$ cat src/rtl/prio_scan_encoder_if.sv
// Handshake bundle for prio_scan_encoder: request vector in, one index per beat out.
interface prio_scan_encoder_if #(
  parameter int unsigned WIDTH = 8
);
  localparam int unsigned IDX_W = $clog2(WIDTH);

  logic             in_valid;
  logic             in_ready;
  logic [WIDTH-1:0] in_vec;
  logic             out_valid;
  logic             out_ready;
  logic [IDX_W-1:0] out_idx;
  logic             out_last;
  logic             out_none;
  logic [IDX_W:0]   out_count;

  modport master (
    output in_valid, in_vec, out_ready,
    input  in_ready, out_valid, out_idx, out_last, out_none, out_count
  );

  modport slave (
    input  in_valid, in_vec, out_ready,
    output in_ready, out_valid, out_idx, out_last, out_none, out_count
  );
endinterface

$ cat src/rtl/prio_scan_encoder.sv
// Registered priority scan encoder: accepts a request vector and emits the index
// of every set bit, one per beat, in MSB-first or LSB-first priority order.
module prio_scan_encoder #(
  parameter int unsigned WIDTH     = 8,
  parameter bit          MSB_FIRST = 1'b1,
  localparam int unsigned IDX_W    = $clog2(WIDTH)
) (
  input logic                clk,
  input logic                rst,
  prio_scan_encoder_if.slave bus
);

  typedef logic [WIDTH-1:0] vec_t;
  typedef logic [IDX_W-1:0] idx_t;
  typedef logic [IDX_W:0]   cnt_t;
  typedef enum logic {IDLE, SCAN} state_t;

  function automatic idx_t first_idx(input vec_t v);
    idx_t r;
    r = '0;
    // Later hits overwrite earlier ones, so the scan direction sets priority.
    for (int unsigned i = 0; i < WIDTH; i++) begin
      if (MSB_FIRST) begin
        if (v[i]) r = idx_t'(i);
      end else begin
        if (v[WIDTH-1-i]) r = idx_t'(WIDTH-1-i);
      end
    end
    return r;
  endfunction

  function automatic cnt_t popcount(input vec_t v);
    cnt_t c;
    c = '0;
    for (int unsigned i = 0; i < WIDTH; i++) c = c + cnt_t'(v[i]);
    return c;
  endfunction

  state_t state_q, state_d;
  vec_t   pending_q, pending_d;
  logic   valid_q, valid_d;
  idx_t   idx_q, idx_d;
  logic   last_q, last_d;
  logic   none_q, none_d;
  cnt_t   count_q, count_d;
  vec_t   cleared;
  cnt_t   in_cnt;

  always_comb begin
    state_d   = state_q;
    pending_d = pending_q;
    valid_d   = valid_q;
    idx_d     = idx_q;
    last_d    = last_q;
    none_d    = none_q;
    count_d   = count_q;
    cleared   = pending_q & ~(vec_t'(1) << idx_q);
    in_cnt    = popcount(bus.in_vec);
    case (state_q)
      IDLE: begin
        if (bus.in_valid) begin
          pending_d = bus.in_vec;
          count_d   = in_cnt;
          idx_d     = first_idx(bus.in_vec);
          last_d    = (in_cnt <= cnt_t'(1));
          none_d    = (bus.in_vec == '0);
          valid_d   = 1'b1;
          state_d   = SCAN;
        end
      end
      SCAN: begin
        if (bus.out_ready) begin
          pending_d = cleared;
          if (last_q) begin
            valid_d = 1'b0;
            last_d  = 1'b0;
            none_d  = 1'b0;
            state_d = IDLE;
          end else begin
            idx_d  = first_idx(cleared);
            last_d = (popcount(cleared) == cnt_t'(1));
          end
        end
      end
      default: state_d = IDLE;
    endcase
  end

  always_ff @(posedge clk) begin
    if (rst) begin
      state_q   <= IDLE;
      pending_q <= '0;
      valid_q   <= 1'b0;
      idx_q     <= '0;
      last_q    <= 1'b0;
      none_q    <= 1'b0;
      count_q   <= '0;
    end else begin
      state_q   <= state_d;
      pending_q <= pending_d;
      valid_q   <= valid_d;
      idx_q     <= idx_d;
      last_q    <= last_d;
      none_q    <= none_d;
      count_q   <= count_d;
    end
  end

  assign bus.in_ready  = (state_q == IDLE) && !rst;
  assign bus.out_valid = valid_q;
  assign bus.out_idx   = idx_q;
  assign bus.out_last  = last_q;
  assign bus.out_none  = none_q;
  assign bus.out_count = count_q;

endmodule
$ cat src/flat_wrapper.sv
// flat-port wrapper written by rule: the top's interface ports become plain ports
module prio_scan_encoder_flat 
#(
  parameter int unsigned WIDTH     = 8,
  parameter bit          MSB_FIRST = 1'b1,
  localparam int unsigned IDX_W    = $clog2(WIDTH)
)
  (clk, rst, bus_in_valid, bus_in_vec, bus_out_ready, bus_in_ready, bus_out_valid, bus_out_idx, bus_out_last, bus_out_none, bus_out_count);
  prio_scan_encoder_if #(.WIDTH(WIDTH)) bus_i ();
  input logic clk;
  input logic rst;
  input wire logic [$bits(bus_i.in_valid)-1:0] bus_in_valid;
  input wire logic [$bits(bus_i.in_vec)-1:0] bus_in_vec;
  input wire logic [$bits(bus_i.out_ready)-1:0] bus_out_ready;
  output wire logic [$bits(bus_i.in_ready)-1:0] bus_in_ready;
  output wire logic [$bits(bus_i.out_valid)-1:0] bus_out_valid;
  output wire logic [$bits(bus_i.out_idx)-1:0] bus_out_idx;
  output wire logic [$bits(bus_i.out_last)-1:0] bus_out_last;
  output wire logic [$bits(bus_i.out_none)-1:0] bus_out_none;
  output wire logic [$bits(bus_i.out_count)-1:0] bus_out_count;
  assign bus_i.in_valid = bus_in_valid;
  assign bus_i.in_vec = bus_in_vec;
  assign bus_i.out_ready = bus_out_ready;
  assign bus_in_ready = bus_i.in_ready;
  assign bus_out_valid = bus_i.out_valid;
  assign bus_out_idx = bus_i.out_idx;
  assign bus_out_last = bus_i.out_last;
  assign bus_out_none = bus_i.out_none;
  assign bus_out_count = bus_i.out_count;
  prio_scan_encoder #(.WIDTH(WIDTH), .MSB_FIRST(MSB_FIRST)) u_core (.clk(clk), .rst(rst), .bus(bus_i));
endmodule
$ cat config.mk
export PLATFORM = sky130hd
export DESIGN_NAME = prio_scan_encoder_flat
export DESIGN_NICKNAME = d
export VERILOG_FILES = /design/src/rtl/prio_scan_encoder_if.sv /design/src/rtl/prio_scan_encoder.sv /design/src/flat_wrapper.sv
export SDC_FILE = /design/constraint.sdc
export NUM_CORES = 1
export LEC_CHECK = 0
export CORE_MARGIN = 2
export CORE_UTILIZATION = 51
export CTS_CLUSTER_DIAMETER = 80
export CTS_CLUSTER_SIZE = 16
export DETAILED_ROUTE_END_ITERATION = 10
export GPL_TIMING_DRIVEN = 0
export PLACE_DENSITY_LB_ADDON = 0.1
export SYNTH_ARGS = -nofsm -noshare
export SYNTH_HDL_FRONTEND = slang
export SYNTH_SLANG_ARGS = --single-unit
$ cat constraint.sdc
create_clock -name clk -period 4.5 [get_ports clk]
set_input_delay 0.9 -clock clk [delete_from_list [all_inputs] [get_ports clk]]
set_output_delay 0.9 -clock clk [all_outputs]
set_load 0.02 [all_outputs]
==> results of run 1 <==
==> layer usage <==
metal  vias up  GRT usage [%]
met3         6           3.40
met5         -              0
met1       625           31.1
li1        667              -
met4         0           11.3
met2        41           40.1
==> power by group through the flow <==
stage          clock [mW]  combinational, mW  sequential, mW
6_report           0.0909              0.216           0.203
5_1_grt            0.0979              0.246           0.206
4_1_cts            0.0906              0.216           0.203
3_5_place_dp            0              0.215           0.207
3_3_place_gp            0              0.209           0.206
2_1_floorplan           0              0.135           0.214
==> worst max-delay path: stages <==
cell                              delay, ns
sky130_fd_sc_hd__clkdlybuf4s50_1       0.54
sky130_fd_sc_hd__inv_1                 0.06
sky130_fd_sc_hd__ha_1                  0.26
sky130_fd_sc_hd__inv_1                 0.04
sky130_fd_sc_hd__fa_1                  0.46
sky130_fd_sc_hd__fa_1                  0.49
sky130_fd_sc_hd__inv_1                 0.05
sky130_fd_sc_hd__fa_1                  0.39
sky130_fd_sc_hd__inv_1                 0.09
sky130_fd_sc_hd__fa_1                  0.17
sky130_fd_sc_hd__xor2_1                0.19
sky130_fd_sc_hd__o2111ai_1             0.16
sky130_fd_sc_hd__a311oi_1              0.32
==> path summary, 6_finish.rpt <==
kind,cells past startpoint,slack (ns),startpoint,endpoint
max,13,0.58,bus_in_vec[1],u_core.bus.out_last$_SDFFE_PP0P_
min,2,0.48,u_core.bus.out_count[3]$_SDFFE_PP0P_,u_core.bus.out_count[3]$_SDFFE_PP0P_
max reg2reg,14,0.59,u_core.bus.out_idx[0]$_SDFFE_PP0P_,u_core.bus.out_last$_SDFFE_PP0P_
min reg2reg,2,0.48,u_core.bus.out_count[3]$_SDFFE_PP0P_,u_core.bus.out_count[3]$_SDFFE_PP0P_
==> cells in the final DEF, fill, tap and decap left out, types with 2 or more instances in the layout <==
| cell | n |
|---|---|
| sky130_fd_sc_hd__ha_1 | 7 |
| sky130_fd_sc_hd__clkbuf_4 | 3 |
| sky130_fd_sc_hd__buf_2 | 3 |
| sky130_fd_sc_hd__a2111oi_0 | 4 |
| sky130_fd_sc_hd__o22ai_1 | 2 |
| sky130_fd_sc_hd__dfxtp_1 | 19 |
| sky130_fd_sc_hd__inv_1 | 24 |
| sky130_fd_sc_hd__o21ai_0 | 4 |
| sky130_fd_sc_hd__and2_1 | 2 |
| sky130_fd_sc_hd__nor2b_1 | 3 |
| sky130_fd_sc_hd__clkbuf_1 | 3 |
| sky130_fd_sc_hd__nand2_1 | 17 |
| sky130_fd_sc_hd__fa_1 | 8 |
| sky130_fd_sc_hd__o311a_1 | 2 |
| sky130_fd_sc_hd__a211oi_1 | 3 |
| sky130_fd_sc_hd__a311oi_1 | 2 |
| sky130_fd_sc_hd__o2111ai_1 | 3 |
| sky130_fd_sc_hd__clkdlybuf4s50_1 | 22 |
| sky130_fd_sc_hd__o31ai_1 | 2 |
| sky130_fd_sc_hd__nor2_1 | 26 |
| sky130_fd_sc_hd__nor3_1 | 4 |
| sky130_fd_sc_hd__nand2b_1 | 5 |
| sky130_fd_sc_hd__nand3_1 | 3 |
| sky130_fd_sc_hd__a21oi_1 | 13 |
==> metrics by stage <==
stage                     setup slack, ns  instance area, um2  hold slack, ns
after floorplan                     0.815                1430           0.497
after global placement              0.328                1690           0.447
after detailed placement            0.254                1690           0.472
after CTS                           0.560                1720           0.490
after global routing                0.268                1720           0.517
final                               0.578                1720           0.482
==> layout make-up <==
| type | count | area (um2) |
|---|---|---|
| well taps | 31 | 38.8 |
| flip-flops and latches | 19 | 380 |
| repair buffers | 22 | 220 |
| inverters | 24 | 90.1 |
| plain buffers | 7 | 41.3 |
| clock buffers | 4 | 26.3 |
| fillers | 265 | 992 |
| multi-input cells | 129 | 921 |
==> flip-flops by register name (all words and copies together) (netlist names) <==
name                  count
u_core.bus.out_none       1
u_core.bus.out_count      4
u_core.pending_q          8
u_core.state_q            1
u_core.bus.out_idx        3
u_core.bus.out_valid      1
u_core.bus.out_last       1
==> cells by family after synthesis <==
group	Yosys count	share of synthesized area (%)
DFF	19	26.5
muxes	2	1.48
and+or+nand+nor	65	20.8
buffers and inverters	31	9.17
adders and majority gates	15	17.3
AOI/OAI and AO/OA	46	24.1
xor gates and xnor gates	1	0.611
==> impl_table.tex, run 1 <==
\begin{tabular}{lr}
\hline
Metric & Value \\
\hline
\multicolumn{2}{l}{\textbf{Synthesis}} \\
\quad Leading post-synthesis cells by instance count & 26 x sky130\_fd\_sc\_hd\_\_nor2\_1, 24 x sky130\_fd\_sc\_hd\_\_inv\_1, 19 x sky130\_fd\_sc\_hd\_\_dfxtp\_1 \\
\quad Async S/R FF share, synth & 0\% \\
\quad Yosys synthesis warning count & 0 \\
\quad Number of synthesized flops with an enable pin & 0 \\
\quad Most frequently used flop master after synthesis & sky130\_fd\_sc\_hd\_\_dfxtp\_1 \\
\quad Post-synthesis cell type with the largest combined area & sky130\_fd\_sc\_hd\_\_dfxtp\_1 \\
\quad Synthesized netlist cell count & between 150 and 200 \\
\quad Sequential-to-total area share from yosys stat & between 20\% and 30\% \\
\quad Synth area leaders & sky130\_fd\_sc\_hd\_\_dfxtp\_1 27\%, sky130\_fd\_sc\_hd\_\_fa\_1 11\%, sky130\_fd\_sc\_hd\_\_nor2\_1 6.8\% \\
\quad Library cells used by synthesis & 43 \\
\quad Post-synthesis register bit count & 19 \\
\quad Cell Area, Synth & approximately 0.0014 mm2 \\
\quad Net Count, Synth & just over 200 \\
\quad Most frequent cell after synthesis & sky130\_fd\_sc\_hd\_\_nor2\_1 \\
\quad Mean Syn Cell Area & around 8 um2 \\
\quad Synth top area share & between 20\% and 30\% \\
\multicolumn{2}{l}{\textbf{Power and ir drop}} \\
\quad Leakage power summed over all cells & about 0.70 nW \\
\quad Comb power frac & approximately 42\% \\
\quad Power density normalized to cell area & around 300 mW/mm2 \\
\quad Share of total power consumed by net switching & 38.1\% \\
\quad P\_int & 0.315 mW \\
\quad Clock share of power & 17.8\% \\
\quad Relative contribution of sequential cells to total power & 39.9\% \\
\quad NetSw & approximately 0.19 mW \\
\quad Overall power consumption & roughly 0.51 mW \\
\quad Worst vdd ir & $\sim$0.22 mV \\
\multicolumn{2}{l}{\textbf{Clock network}} \\
\quad TritonCTS clock tree & done \\
\quad Clock network latency to the later pin of the worst-skew pair & 0.31 ns \\
\quad Number of buffers inserted during clock tree synthesis & 3 \\
\quad Post-CTS Hold Fix Bufs & 0 \\
\quad Clock transition at the register clock pins on the worst setup and hold paths after CTS & approximately 0.10 ns \\
\quad Post\_cts resized & 0 \\
\quad Clock tree root driver cell & sky130\_fd\_sc\_hd\_\_clkbuf\_4 \\
\quad H-tree depth & 1 \\
\quad Buffers inserted during post-CTS setup optimization & 0 \\
\quad Clock Sink Count & 19 \\
\quad Maximum clock path buffer count & 2 \\
\multicolumn{2}{l}{\textbf{Worst setup path}} \\
\quad Crit path launch type & input pin \\
\quad Critical Path RT & 4.71 ns \\
\quad Classification of the worst setup path & input pin to register \\
\quad Critical Path AT & 4.13 ns \\
\quad Maximum fanout along the worst path & 4 \\
\quad Type of destination of the critical path & register \\
\multicolumn{2}{l}{\textbf{Routing}} \\
\quad Via density per instance & roughly 5.7 \\
\quad Wire length the detailed router placed on met1 & 1550 um \\
\quad Length of the first detailed-routing pass in iterations & 4 \\
\quad Count of unresolved DRC violations after routing & 0 \\
\quad Starting DRC count in detailed routing & 47 \\
\quad Drt wl/cell & 14.6 um \\
\quad Final routed wirelength across all metal layers & around 3400 um \\
\quad Routed length on met3 & around 160 um \\
\quad Met2 wire length & roughly 1700 um \\
\quad Final antenna-violating net count & 0 \\
\quad Top layer reached by signal wires & met4 \\
\quad Via total after detailed routing & $\sim$1300 \\
\multicolumn{2}{l}{\textbf{STA}} \\
\quad Max-slew violation count & 0 \\
\quad Final hold violation count & 0 \\
\quad Slew margin rel. & 65.0\% \\
\quad Slew at the pin closest to its max-slew limit & about 0.52 ns \\
\quad Ratio of final minimum period to clock period & between 80 and 90\% \\
\quad Maximum operating frequency & $\sim$250 MHz \\
\quad Clock tree skew after final layout & 0.0116 ns \\
\quad Final number of setup-violating endpoints & 0 \\
\quad RSZ-0062 raised after global routing & no \\
\quad Total Negative Setup Slacks & 0 ns \\
\quad Time the final worst path needs with I/O delays and setup & 3.92 ns \\
\multicolumn{2}{l}{\textbf{Floorplan}} \\
\quad Floorplan core area & between 0.002 and 0.003 mm2 \\
\quad Number of cell rows & 19 \\
\quad Die Footprint & about 0.0032 mm2 \\
\quad Floorplan die height & around 57 um \\
\quad Initial Util & 52.9\% \\
\quad Horizontal extent of the die & $\sim$57 um \\
\quad IO Pins & 23 \\
\multicolumn{2}{l}{\textbf{Cells and area}} \\
\quad Syn-to-layout area delta & 19.9\% \\
\quad Core utilization of the finished layout & between 60\% and 70\% \\
\quad Total number of nets in the final design & approximately 230 \\
\quad Final instance count without filler cells & approximately 240 \\
\quad Number of inserted diodes & 0 \\
\quad Ratio of cells with drive above 1 in the final layout & just over 8\% \\
\multicolumn{2}{l}{\textbf{Global route}} \\
\quad Global-route usage over all layers & around 24\% \\
\quad Vias in the first global route & 1321 \\
\quad Initial antenna violation count & 0 \\
\quad Global route overflow & 0 \\
\quad Wire length of the first global-routing pass & 6020 um \\
\quad Largest net degree at the start of global routing & 11 \\
\multicolumn{2}{l}{\textbf{Hold path}} \\
\quad Path class of the lowest-slack min-delay path & register to register \\
\multicolumn{2}{l}{\textbf{Place}} \\
\quad DP Cell Count & around 230 \\
\quad Routability-driven placement congestion ratio & $\sim$0.84 \\
\quad Post-detailed-placement half-perimeter wirelength & 2760 um \\
\quad Port Buffer Count & 22 \\
\multicolumn{2}{l}{\textbf{Run}} \\
\quad Number of max-capacitance violations reported & 0 \\
\multicolumn{2}{l}{\textbf{Outcome}} \\
\quad Run status & complete, no violations \\
\hline
\end{tabular}
Power figures use the tool's default switching activity.
==> inputs of run 2 (changes only) <==
- CORE_MARGIN: 2 -> default
- SLEW_MARGIN: default -> 10
==> impl_table.tex, run 2 (same netlist as run 1, synthesis figures left out) <==
\begin{tabular}{lr}
\hline
Metric & Value \\
\hline
\multicolumn{2}{l}{\textbf{Outcome}} \\
\quad Run status & complete, no violations \\
\multicolumn{2}{l}{\textbf{Clock network}} \\
\quad Buffers inserted during post-CTS setup optimization & 0 \\
\quad Maximum clock path buffer count & 2 \\
\quad Clock network latency to the later pin of the worst-skew pair & 0.30 ns \\
\quad TritonCTS clock tree & done \\
\quad Clock Sink Count & 19 \\
\quad Post-CTS Hold Fix Bufs & 0 \\
\quad H-tree depth & 1 \\
\quad Number of buffers inserted during clock tree synthesis & 3 \\
\quad Clock transition at the register clock pins on the worst setup and hold paths after CTS & about 0.11 ns \\
\quad Clock tree root driver cell & sky130\_fd\_sc\_hd\_\_clkbuf\_4 \\
\quad Post\_cts resized & 0 \\
\multicolumn{2}{l}{\textbf{Routing}} \\
\quad Drt wl/cell & between 15 and 20 um \\
\quad Count of unresolved DRC violations after routing & 0 \\
\quad Final routed wirelength across all metal layers & 3560 um \\
\quad Final antenna-violating net count & 0 \\
\quad Length of the first detailed-routing pass in iterations & 4 \\
\quad Via total after detailed routing & 1355 \\
\quad Via density per instance & a little under 6 \\
\quad Starting DRC count in detailed routing & between 40 and 50 \\
\multicolumn{2}{l}{\textbf{Cells and area}} \\
\quad Syn-to-layout area delta & 19.8\% \\
\quad Most flops, register & u\_core.pending\_q \\
\quad Core utilization of the finished layout & approximately 67\% \\
\quad Final instance count without filler cells & approximately 240 \\
\quad Count of fill cells added during filler insertion & approximately 240 \\
\quad Largest register FFs & 8 \\
\quad Number of inserted diodes & 0 \\
\quad Total number of nets in the final design & 233 \\
\quad Most used cells in the layout excluding fill and tap cells & 26 x sky130\_fd\_sc\_hd\_\_nor2\_1, 24 x sky130\_fd\_sc\_hd\_\_inv\_1, 22 x sky130\_fd\_sc\_hd\_\_clkdlybuf4s50\_1 \\
\quad Final standard cell area without fillers & 0.00172 mm2 \\
\quad Ratio of cells with drive above 1 in the final layout & 8.29\% \\
\quad Most common cell after layout, fill and taps aside & sky130\_fd\_sc\_hd\_\_nor2\_1 \\
\multicolumn{2}{l}{\textbf{Worst setup path}} \\
\quad Critical Path AT & slightly above 4 ns \\
\quad Cells traversed along the worst timing path & buf\_6, nand2b\_1, o21a\_1, ha\_1, inv\_1, fa\_1, fa\_1, inv\_1, fa\_1, inv\_1, fa\_1, a2111oi\_0, o2111ai\_1, a311oi\_1 \\
\quad Buffers plus inverters on the worst setup path & 4 \\
\quad Longest individual stage delay on the worst path & 0.52 ns \\
\quad Crit path launch type & register \\
\quad Classification of the worst setup path & register to register \\
\quad Critical Path Slowest Stage Cell & sky130\_fd\_sc\_hd\_\_fa\_1 \\
\quad Cell type with the highest occurrence count on the critical path & sky130\_fd\_sc\_hd\_\_fa\_1 \\
\quad Type of destination of the critical path & register \\
\quad Maximum fanout along the worst path & 10 \\
\quad Top cell family by delay on the critical path & adder cells \\
\quad Critical Path RT & between 4 and 5 ns \\
\multicolumn{2}{l}{\textbf{Global route}} \\
\quad Global route overflow & 0 \\
\quad Wire length of the first global-routing pass & just under 6000 um \\
\quad Met3 layer usage reported by global route & under 10\% \\
\quad GR Util met2 & a little under half \\
\quad Vias in the first global route & 1321 \\
\quad Initial antenna violation count & 0 \\
\quad Met1 Use GR & a little over a third \\
\quad Global-route layer with the greatest usage & met2 \\
\quad Global-route usage over all layers & about 28\% \\
\quad Largest net degree at the start of global routing & 11 \\
\multicolumn{2}{l}{\textbf{Floorplan}} \\
\quad Floorplan core area & between 0.002 and 0.003 mm2 \\
\quad Number of cell rows & 18 \\
\quad Horizontal extent of the die & 55 um \\
\quad Initial Util & between 50\% and 60\% \\
\quad Die Footprint & roughly 0.0030 mm2 \\
\quad Floorplan die height & $\sim$55 um \\
\quad IO Pins & 23 \\
\multicolumn{2}{l}{\textbf{STA}} \\
\quad Time the final worst path needs with I/O delays and setup & between 3 and 4 ns \\
\quad Total Negative Setup Slacks & 0 ns \\
\quad Crit path setup slack, layout & roughly 0.57 ns \\
\quad Maximum operating frequency & roughly 250 MHz \\
\quad RSZ-0062 raised after global routing & no \\
\quad Clock tree skew after final layout & 0.00681 ns \\
\quad Max-slew violation count & 0 \\
\quad Slew at the pin closest to its max-slew limit & 0.493 ns \\
\quad Final hold violation count & 0 \\
\quad Ratio of final minimum period to clock period & 87.3\% \\
\quad WHS & 0.460 ns \\
\quad Final number of setup-violating endpoints & 0 \\
\quad Slew margin rel. & 67.1\% \\
\multicolumn{2}{l}{\textbf{Place}} \\
\quad Routability-driven placement congestion ratio & around 0.84 \\
\quad Port Buffer Count & 22 \\
\quad Post-place instance area & 0.00169 mm2 \\
\quad DP Cell Count & $\sim$230 \\
\quad Post-detailed-placement half-perimeter wirelength & $\sim$2900 um \\
\quad Pre-CTS WS & 0.342 ns \\
\multicolumn{2}{l}{\textbf{Power and ir drop}} \\
\quad Share of total power consumed by net switching & a little under two fifths \\
\quad NetSw & 0.192 mW \\
\quad P\_int & 0.315 mW \\
\quad Relative contribution of sequential cells to total power & $\sim$40\% \\
\quad Clock share of power & approximately 17\% \\
\quad Comb power frac & a little over two fifths \\
\quad Leakage power summed over all cells & 0.702 nW \\
\quad Power density normalized to cell area & between 200 and 300 mW/mm2 \\
\quad Overall power consumption & around 0.5 mW \\
\quad Worst vdd ir & between 0.2 and 0.3 mV \\
\multicolumn{2}{l}{\textbf{Hold path}} \\
\quad Path class of the lowest-slack min-delay path & register to register \\
\multicolumn{2}{l}{\textbf{Run}} \\
\quad Number of max-capacitance violations reported & 0 \\
\hline
\end{tabular}
-- run 2: area by class of cell --
| class | count | area, um2 | share of cell area [%] |
|---|---|---|---|
| Clock buffer | 4 | 26.3 | 1.53 |
| Tap cell | 30 | 37.5 | 2.19 |
| Multi-Input combinational cell | 129 | 921 | 53.6 |
| Buffer | 7 | 41.3 | 2.41 |
| Inverter | 24 | 90.1 | 5.25 |
| Timing Repair Buffer | 22 | 220 | 12.8 |
| Sequential cell | 19 | 380 | 22.2 |
-- run 2: power by group through the flow --
stage          clock [mW]  combinational (mW)  sequential (mW)
5_1_grt            0.0994               0.242            0.206
3_5_place_dp            0               0.214            0.208
2_1_floorplan           0               0.135            0.214
4_1_cts            0.0893               0.216            0.203
3_3_place_gp            0               0.206            0.207
6_report           0.0882               0.215            0.204
-- run 2: final timing paths --
check        cells past startpoint                              endpoint  slack [ns]                                  from
min                              2  u_core.bus.out_count[0]$_SDFFE_PP0P_        0.46  u_core.bus.out_count[0]$_SDFFE_PP0P_
max reg2reg                     14      u_core.bus.out_last$_SDFFE_PP0P_        0.57    u_core.bus.out_idx[0]$_SDFFE_PP0P_
max                             14      u_core.bus.out_last$_SDFFE_PP0P_        0.57    u_core.bus.out_idx[0]$_SDFFE_PP0P_
min reg2reg                      2  u_core.bus.out_count[0]$_SDFFE_PP0P_        0.46  u_core.bus.out_count[0]$_SDFFE_PP0P_
-- run 2: metal layers --
layer	vias up	part of all wire (%)
li1	673	-
met1	629	45
met2	45	47
met3	8	5.9
met4	0	1.7
met5	-	0
-- run 2: worst register-to-register path: cells and delay by family (launching register included) --
family          cells  cell delay [ns]
buf+inv             4             0.38
compound gates      4             1.06
simple gates        1             0.09
flops               1             0.46
fa+ha+maj           5             1.87
